### src/rtl/apb_slave_pkg.sv
// Shared definitions for the APB register completer: FSM encoding, register map indices, defaults.
// Latency: none (types and constants only).
// Backpressure: not applicable.
package apb_slave_pkg;

    // Two-state APB completer FSM; ACCESS covers the wait-state and completion cycles.
    typedef enum logic {
        IDLE   = 1'b0,
        ACCESS = 1'b1
    } state_t;

    // Register map word indices.
    localparam int IDX_ID       = 0;
    localparam int IDX_STATUS   = 1;
    localparam int IDX_SCRATCH0 = 2;

    // Constant returned from the ID register unless overridden at instantiation.
    localparam logic [31:0] DEFAULT_ID_VALUE = 32'hA5B0_0001;

    // Wait counter holds 0..15 wait states.
    localparam int CNT_W = 4;

    // Internal register index width, enough for the 64-register maximum.
    localparam int IDX_W = 6;

endpackage

### src/rtl/apb_regfile.sv
// Scratch register storage with per-byte write enables and a combinational read port.
// Latency: write lands on the clock edge with i_we=1; read data is combinational from i_ridx.
// Backpressure: none; the caller only raises i_we on a committing APB edge.
module apb_regfile
    import apb_slave_pkg::*;
#(
    parameter int DEPTH = 6,
    parameter int DW    = 32
) (
    input  logic             i_clk,
    input  logic             i_rst_n,
    input  logic             i_we,
    input  logic [IDX_W-1:0] i_widx,
    input  logic [3:0]       i_wbe,
    input  logic [DW-1:0]    i_wdata,
    input  logic [IDX_W-1:0] i_ridx,
    output logic [DW-1:0]    o_rdata
);

    logic [DW-1:0] r_mem [DEPTH];

    // Byte-lane writes into the addressed entry; everything clears on reset.
    always_ff @(posedge i_clk or negedge i_rst_n) begin
        if (!i_rst_n) begin
            for (int i = 0; i < DEPTH; i++) begin
                r_mem[i] <= '0;
            end
        end else if (i_we) begin
            for (int i = 0; i < DEPTH; i++) begin
                if (i_widx == IDX_W'(i)) begin
                    for (int b = 0; b < 4; b++) begin
                        if (i_wbe[b]) begin
                            r_mem[i][8*b +: 8] <= i_wdata[8*b +: 8];
                        end
                    end
                end
            end
        end
    end

    // Read mux; an index outside the storage returns zero.
    always_comb begin
        o_rdata = '0;
        for (int i = 0; i < DEPTH; i++) begin
            if (i_ridx == IDX_W'(i)) begin
                o_rdata = r_mem[i];
            end
        end
    end

endmodule

### src/rtl/apb_reg_slave.sv
// APB3 completer with ID/STATUS/scratch registers, PCLKEN-qualified; optional byte strobes via APB4_PSTRB_EN.
// Latency: 2 + WAIT_STATES enabled cycles per transfer; PRDATA registered at the setup edge.
// Backpressure: PREADY held low for WAIT_STATES enabled access cycles; PSLVERR flags illegal accesses.
module apb_reg_slave
    import apb_slave_pkg::*;
#(
    parameter int          ADDRWIDTH   = 16,
    parameter int          DATAWIDTH   = 32,
    parameter int          NUM_REGS    = 8,
    parameter int          WAIT_STATES = 0,
    parameter logic [31:0] ID_VALUE    = DEFAULT_ID_VALUE
) (
    input  logic                 HCLK,
    input  logic                 HRESETn,
    input  logic                 PCLKEN,
    input  logic                 PSEL,
    input  logic                 PENABLE,
    input  logic [ADDRWIDTH-1:0] PADDR,
    input  logic                 PWRITE,
    input  logic [DATAWIDTH-1:0] PWDATA,
`ifdef APB4_PSTRB_EN
    input  logic [3:0]           PSTRB,
`endif
    output logic [DATAWIDTH-1:0] PRDATA,
    output logic                 PREADY,
    output logic                 PSLVERR
);

    // Word index as presented on the bus; ADDRWIDTH must cover at least IDX_W + 2 bits.
    localparam int AIDX_W = ADDRWIDTH - 2;

    state_t                 r_state;
    state_t                 w_next_state;
    logic [CNT_W-1:0]       r_cnt;
    logic [IDX_W-1:0]       r_idx;
    logic                   r_write;
    logic                   r_err;
    logic [DATAWIDTH-1:0]   r_wdata;
    logic [3:0]             r_strb;
    logic [15:0]            r_err_cnt;
    logic [15:0]            r_wr_cnt;
    logic [DATAWIDTH-1:0]   r_prdata;

    logic [AIDX_W-1:0]      w_addr_idx;
    logic [IDX_W-1:0]       w_idx;
    logic                   w_range_err;
    logic                   w_ro_hit;
    logic                   w_err;
    logic [3:0]             w_strb_in;
    logic                   w_setup;
    logic                   w_done;
    logic                   w_commit_wr;
    logic [DATAWIDTH-1:0]   w_status;
    logic [DATAWIDTH-1:0]   w_rf_rdata;
    logic [DATAWIDTH-1:0]   w_rd_val;
    logic                   w_ready;

    assign w_addr_idx  = PADDR[ADDRWIDTH-1:2];
    assign w_idx       = w_addr_idx[IDX_W-1:0];
    // Range check uses the full bus index so high address bits cannot alias into the map.
    assign w_range_err = (w_addr_idx >= AIDX_W'(NUM_REGS));
    assign w_ro_hit    = PWRITE && ((w_idx == IDX_W'(IDX_ID)) || (w_idx == IDX_W'(IDX_STATUS)));
    assign w_err       = (PADDR[1:0] != 2'b00) || w_range_err || w_ro_hit;

`ifdef APB4_PSTRB_EN
    assign w_strb_in = PSTRB;
`else
    assign w_strb_in = 4'hF;
`endif

    // Setup phase is only honoured from IDLE; a stray PENABLE=1 there is ignored.
    assign w_setup     = PCLKEN && (r_state == IDLE) && PSEL && !PENABLE;
    // Completion needs PSEL still high; a deselect in ACCESS aborts without commit.
    assign w_done      = PCLKEN && (r_state == ACCESS) && PSEL && (r_cnt == '0);
    assign w_commit_wr = w_done && r_write && !r_err;
    assign w_status    = {r_err_cnt, r_wr_cnt};

    apb_regfile #(
        .DEPTH (NUM_REGS - IDX_SCRATCH0),
        .DW    (DATAWIDTH)
    ) u_regfile (
        .i_clk   (HCLK),
        .i_rst_n (HRESETn),
        .i_we    (w_commit_wr),
        .i_widx  (r_idx - IDX_W'(IDX_SCRATCH0)),
        .i_wbe   (r_strb),
        .i_wdata (r_wdata),
        .i_ridx  (w_idx - IDX_W'(IDX_SCRATCH0)),
        .o_rdata (w_rf_rdata)
    );

    // Read value for the address currently on the bus: ID and STATUS live here, the rest in the regfile.
    always_comb begin
        w_rd_val = w_rf_rdata;
        if (w_idx == IDX_W'(IDX_ID)) begin
            w_rd_val = ID_VALUE;
        end else if (w_idx == IDX_W'(IDX_STATUS)) begin
            w_rd_val = w_status;
        end
    end

    // FSM state register.
    always_ff @(posedge HCLK or negedge HRESETn) begin
        if (!HRESETn) begin
            r_state <= IDLE;
        end else begin
            r_state <= w_next_state;
        end
    end

    // FSM next-state: enter ACCESS on setup, leave on completion or deselect.
    always_comb begin
        w_next_state = r_state;
        case (r_state)
            IDLE: begin
                if (w_setup) begin
                    w_next_state = ACCESS;
                end
            end
            ACCESS: begin
                if (PCLKEN && (!PSEL || (r_cnt == '0))) begin
                    w_next_state = IDLE;
                end
            end
            default: w_next_state = IDLE;
        endcase
    end

    // FSM outputs: ready once the wait counter drains, error only alongside ready.
    always_comb begin
        w_ready = (r_state == ACCESS) && (r_cnt == '0);
        PREADY  = w_ready;
        PSLVERR = w_ready && r_err;
    end

    assign PRDATA = r_prdata;

    // Transfer capture at setup and wait-state countdown during ACCESS.
    always_ff @(posedge HCLK or negedge HRESETn) begin
        if (!HRESETn) begin
            r_idx    <= '0;
            r_write  <= 1'b0;
            r_wdata  <= '0;
            r_strb   <= '0;
            r_err    <= 1'b0;
            r_cnt    <= '0;
            r_prdata <= '0;
        end else if (w_setup) begin
            r_idx    <= w_idx;
            r_write  <= PWRITE;
            r_wdata  <= PWDATA;
            r_strb   <= w_strb_in;
            r_err    <= w_err;
            r_cnt    <= CNT_W'(WAIT_STATES);
            r_prdata <= (!PWRITE && !w_err) ? w_rd_val : '0;
        end else if (PCLKEN && (r_state == ACCESS) && PSEL && (r_cnt != '0)) begin
            r_cnt <= r_cnt - 1'b1;
        end
    end

    // Completion counters feeding STATUS; both wrap naturally at 16 bits.
    always_ff @(posedge HCLK or negedge HRESETn) begin
        if (!HRESETn) begin
            r_err_cnt <= '0;
            r_wr_cnt  <= '0;
        end else if (w_done) begin
            if (r_err) begin
                r_err_cnt <= r_err_cnt + 16'd1;
            end else if (r_write) begin
                r_wr_cnt <= r_wr_cnt + 16'd1;
            end
        end
    end

endmodule

### config.mk
export PLATFORM = sky130hd
export DESIGN_NAME = apb_reg_slave
export DESIGN_NICKNAME = d
export VERILOG_FILES = /design/src/rtl/apb_slave_pkg.sv /design/src/rtl/apb_regfile.sv /design/src/rtl/apb_reg_slave.sv
export SDC_FILE = /design/constraint.sdc
export NUM_CORES = 1
export LEC_CHECK = 0
export ABC_AREA = 1
export CORE_MARGIN = 5
export CORE_UTILIZATION = 50
export DETAILED_ROUTE_END_ITERATION = 7
export GPL_ROUTABILITY_DRIVEN = 0
export PLACE_DENSITY_LB_ADDON = 0.2
export SKIP_CTS_REPAIR_TIMING = 1
export SYNTH_ARGS = -nofsm -noshare
export SYNTH_HDL_FRONTEND = slang
export SYNTH_HIERARCHICAL = 1
export SYNTH_SLANG_ARGS = --single-unit
### constraint.sdc
create_clock -name HCLK -period 3 [get_ports HCLK]
set_clock_uncertainty 0.1 [all_clocks]
set_input_delay 0.3 -clock HCLK [delete_from_list [all_inputs] [get_ports HCLK]]
set_output_delay 0.3 -clock HCLK [all_outputs]
set_load 0.01 [all_outputs]
==> metrics.md, run 1 <==
| Metric | Value |
|---|---|
| Largest cells by area after synthesis | `dfrtp_1, nand2_1, o21ai_0` |
| Top cell type's share of synthesized area | `a little over half` |
| Remaining max-slew budget at the tightest pin | `40.9%` |
| Critical Path AT | `3.04 ns` |
| Setup TNS Final | `0 ns` |
| Proportion of layout cells with a drive suffix above 1 | `6.12%` |
| Adder-Cell Fraction of Synth Area | `0.442%` |
| Max-cap check violation count | `0` |
| Reg2Reg Depth | `8` |
| Initial standard-cell utilization of the core | `50.8%` |
| Required time worst endpoint | `3.30 ns` |
| Cell count after placement | `2,164` |
| Number of clock buffers inserted by TritonCTS | `34` |
| Mean instance size in the synthesized netlist | `~8 um^2` |
| End point of the worst hold path | `r_wdata[21]` |
| Outcome | `completed` |
| Clock transition at the registers of the reported paths | `about 0.060 ns` |
| Peak ir drop on the vdd network | `about 310 uV` |
| Hold-critical path depth | `3` |
| Cell area after layout | `0.0165 mm^2` |
| Setup WS pre-CTS | `0.0895 ns` |
| Kind of launch point of the worst setup path | `flip-flop` |
| Library cells used by synthesis | `30` |
| Number of nets with antenna violations after detailed routing | `0` |
| Post-synth EDFFs | `0` |
| Die Span X | `178 um` |
| Hold path startpoint | `PWDATA[21]` |
| Number of nets in the layout | `1,882` |
| Total via count after detailed routing | `12,100` |
| Critical setup path kind | `flip-flop to flip-flop` |
| Core Box Area | `0.0279 mm^2` |
| FMAX | `0.365 GHz` |
| Worst Hold Class | `input pin to flip-flop` |
| FF-to-FF setup slack | `0.26 ns` |
| Simple-gate area share of the yosys netlist | `29.2%` |
| Syn nets | `1,807` |
| Total setup violations reported at the end of the flow | `0` |
| Largest net degree at the start of global routing | `84` |
| Count of input and output buffers | `87` |
| Total detailed-routing wirelength | `about 37 mm` |
| Vias per cell | `5.42` |
| Total standard cell area after synthesis | `around 0.014 mm^2` |
| Library cell with the highest instance count after synthesis | `nand2_1` |
| Global-route usage over all layers | `a little under a quarter` |
| Complex-gate fraction of the synthesized area | `roughly 8.5%` |
| CTS tree | `yes` |
| Post-synthesis mux area share | `0%` |
| Number of ports placed on the die boundary | `88` |
| CTS H-tree depth | `2` |
| Main combinational cell family by area after synthesis | `simple AND/OR/NAND/NOR gates` |
| Primary FF master, synth | `dfrtp_1` |
| Family of cells with the greatest summed delay on the critical path | `simple AND/OR/NAND/NOR gates` |
| Congestion Overflow GR | `0` |
| Die Footprint | `0.0318 mm^2` |
| Number of standard cells in the layout, taps in and fillers out | `2,224` |
| Cell taking the most area after synthesis | `dfrtp_1` |
| Wire length of the first global-routing pass | `60.7 mm` |
| Biggest fanout along the worst timing path | `16` |
| Fraction of synthesized cell area in xor and xnor cells | `1.36%` |
| Area grow syn2layout | `16.9%` |
| Synth warnings | `6` |
| Buffering stage count on the worst path with inverters included | `2` |
| Detailed-router iteration count before antenna repair | `5` |
| Max Transition Viols Final | `0` |
| Pwr Total | `10.7 mW` |
| Stage delay of the slowest cell on the critical path | `0.48 ns` |
| Instance count of the mapped netlist | `1,748` |
| First-iteration detailed-routing DRC count | `1,160` |
| Most prevalent standard cell on the critical path | `inv_1` |
| Critical path capture point type | `flip-flop` |
| Register bit count reported by yosys | `between 300 and 400` |
| Antenna violations before repair | `0` |
| CTS root buf | `clkbuf_16` |
| Fraction of the core area covered by cells at the end of the flow | `59.4%` |
| Share of flip-flops with an asynchronous set or reset after synthesis | `100%` |
| Row Count | `61` |
| Post-synthesis sequential area ratio | `a little over half` |
| Dpl hpwl | `24.3 mm` |
| Total power per unit cell area | `647 mW/mm^2` |
| Cell breakdown of the critical path | `inv_1, ha_1, nand3_2, nor3_4, inv_1, nor3_2, nand2_1, o21ai_0` |
| Leading cell types by count after synthesis | `nand2_1, dfrtp_1, o21ai_0` |
| Final antenna diode count | `0` |
| Number of DRC violations after detailed routing | `0` |
| Final worst-path setup slack | `0.258 ns` |
| Endpoints failing hold | `0` |
| Area after detailed placement | `around 0.015 mm^2` |
| Worst-path cell with the longest stage delay | `nand2_1` |
| Static Leakage | `between 7 and 8 nW` |
| Die span in y | `between 150 and 200 um` |
| Clock Sinks | `~300` |
| Final worst hold slack | `0.225 ns` |
| Setup repair after global routing missed its margin | `no` |
| Beginning of the worst register-to-register path | `r_cnt[1]` |
| Via count of the first global-routing pass | `11,600` |
| Maximum buffer depth of the clock tree | `3` |
| Clock latency at the later pin of the worst-skew pair | `0.50 ns` |
| Actual transition at the worst max-transition pin | `~0.89 ns` |
| Post-layout min period | `~2.7 ns` |
| Avg WL per Cell | `around 17 um` |
| R2R Path End | `u_regfile/r_mem[24]` |
| Period Utilization, post-route | `about nine tenths` |
[flip-flops by register name, indices dropped and copies added (netlist names)]
| register | flops |
|---|---|
| r_err_cnt | 16 |
| r_write | 1 |
| r_err | 1 |
| r_cnt | 4 |
| r_state | 1 |
| u_regfile/r_mem | 192 |
| r_wr_cnt | 16 |
| r_idx | 6 |
| r_strb | 1 |
| r_wdata | 32 |
| PRDATA | 32 |
[tightest hold or removal path, delay by kind of cell]
family	cells	cell delay [ns]
simple gates	2	0.10
buf+inv	1	0.39
[layout by cell type, fill, tap and decap left out]
cell / Yosys / final
nand2_1: 619 / 619
dfrtp_1: 302 / 302
o21ai_0: 232 / 232
inv_1: 126 / 126
nand3_1: 110 / 109
nor2_1: 113 / 109
nand4_1: 108 / 108
clkdlybuf4s50_1: 0 / 86
clkbuf_16: 0 / 35
buf_4: 1 / 24
xor2_1: 19 / 19
buf_12: 0 / 11
clkinv_2: 0 / 7
clkbuf_8: 0 / 7
ha_1: 5 / 5
clkbuf_1: 39 / 5
nor2_2: 2 / 4
nor2_4: 2 / 4
xnor2_1: 3 / 3
or2_2: 3 / 3
nor3_4: 2 / 3
nor3_2: 4 / 3
o21ai_1: 3 / 3
nand3_2: 1 / 2
nor3_1: 2 / 2
inv_2: 2 / 2
inv_6: 0 / 2
bufinv_16: 0 / 2
o21a_1: 1 / 1
o22ai_1: 1 / 1
o211ai_1: 1 / 1
a31oi_1: 1 / 1
nand2_2: 1 / 1
clkinvlp_4: 0 / 1
dlygate4sd3_1: 0 / 1
buf_8: 0 / 1
nor3b_4: 0 / 1
[metal layers]
layer  global-route usage (%)  vias up  part of all wire [%]
met5                        0        -                     0
met4                     5.18        0                   1.4
met3                     4.60       37                   8.0
met2                     35.7      440                    44
met1                     35.8     5742                    47
li1                         -     5838                     -
[cell type report]
type,count,area [um^2]
inverters,128,480
flip-flops and latches,302,7560
clock inverters,12,120
multi-input cells,1234,5640
clock buffers,47,991
fillers,2507,11300
well taps,378,473
repair buffers,123,1290
[report_power, final]
part | switching (mW) | total (mW) | internal [mW]
sequential | 0.311 | 4.82 | 4.51
clock | 1.61 | 4.10 | 2.48
combinational | 1.27 | 1.79 | 0.515
[how the worst max path moves through the flow]
stage / from / slack, ns / cells after the start / end
2_1_floorplan: r_cnt[0] / 0.72 / 11 / u_regfile/r_mem[53]
3_3_place_gp: PADDR[5] / 0.16 / 14 / PRDATA[23]
3_5_place_dp: PADDR[5] / 0.09 / 14 / PRDATA[10]
4_1_cts: r_cnt[0] / 0.31 / 9 / u_regfile/r_mem[35]
5_1_grt: r_cnt[0] / 0.06 / 8 / u_regfile/r_mem[31]
6_report: r_cnt[1] / 0.26 / 8 / u_regfile/r_mem[24]
[cell families after synthesis]
group                      Yosys count
AOI/OAI and AO/OA                  239
xor gates and xnor gates            22
adders and majority gates            5
buffers and inverters              212
DFF                                302
and+or+nand+nor                    968
Power figures use the tool's default switching activity.
==> inputs of run 2 (changes only) <==
--- a/config.mk
+++ b/config.mk
@@ -12,6 +12,7 @@
 export GPL_ROUTABILITY_DRIVEN = 0
 export PLACE_DENSITY_LB_ADDON = 0.2
 export SKIP_CTS_REPAIR_TIMING = 1
+export SLEW_MARGIN = 15
 export SYNTH_ARGS = -nofsm -noshare
 export SYNTH_HDL_FRONTEND = slang
 export SYNTH_HIERARCHICAL = 1
==> results of run 2 <==
No change in the layout: final DEF, timing and power equal those of run 1.
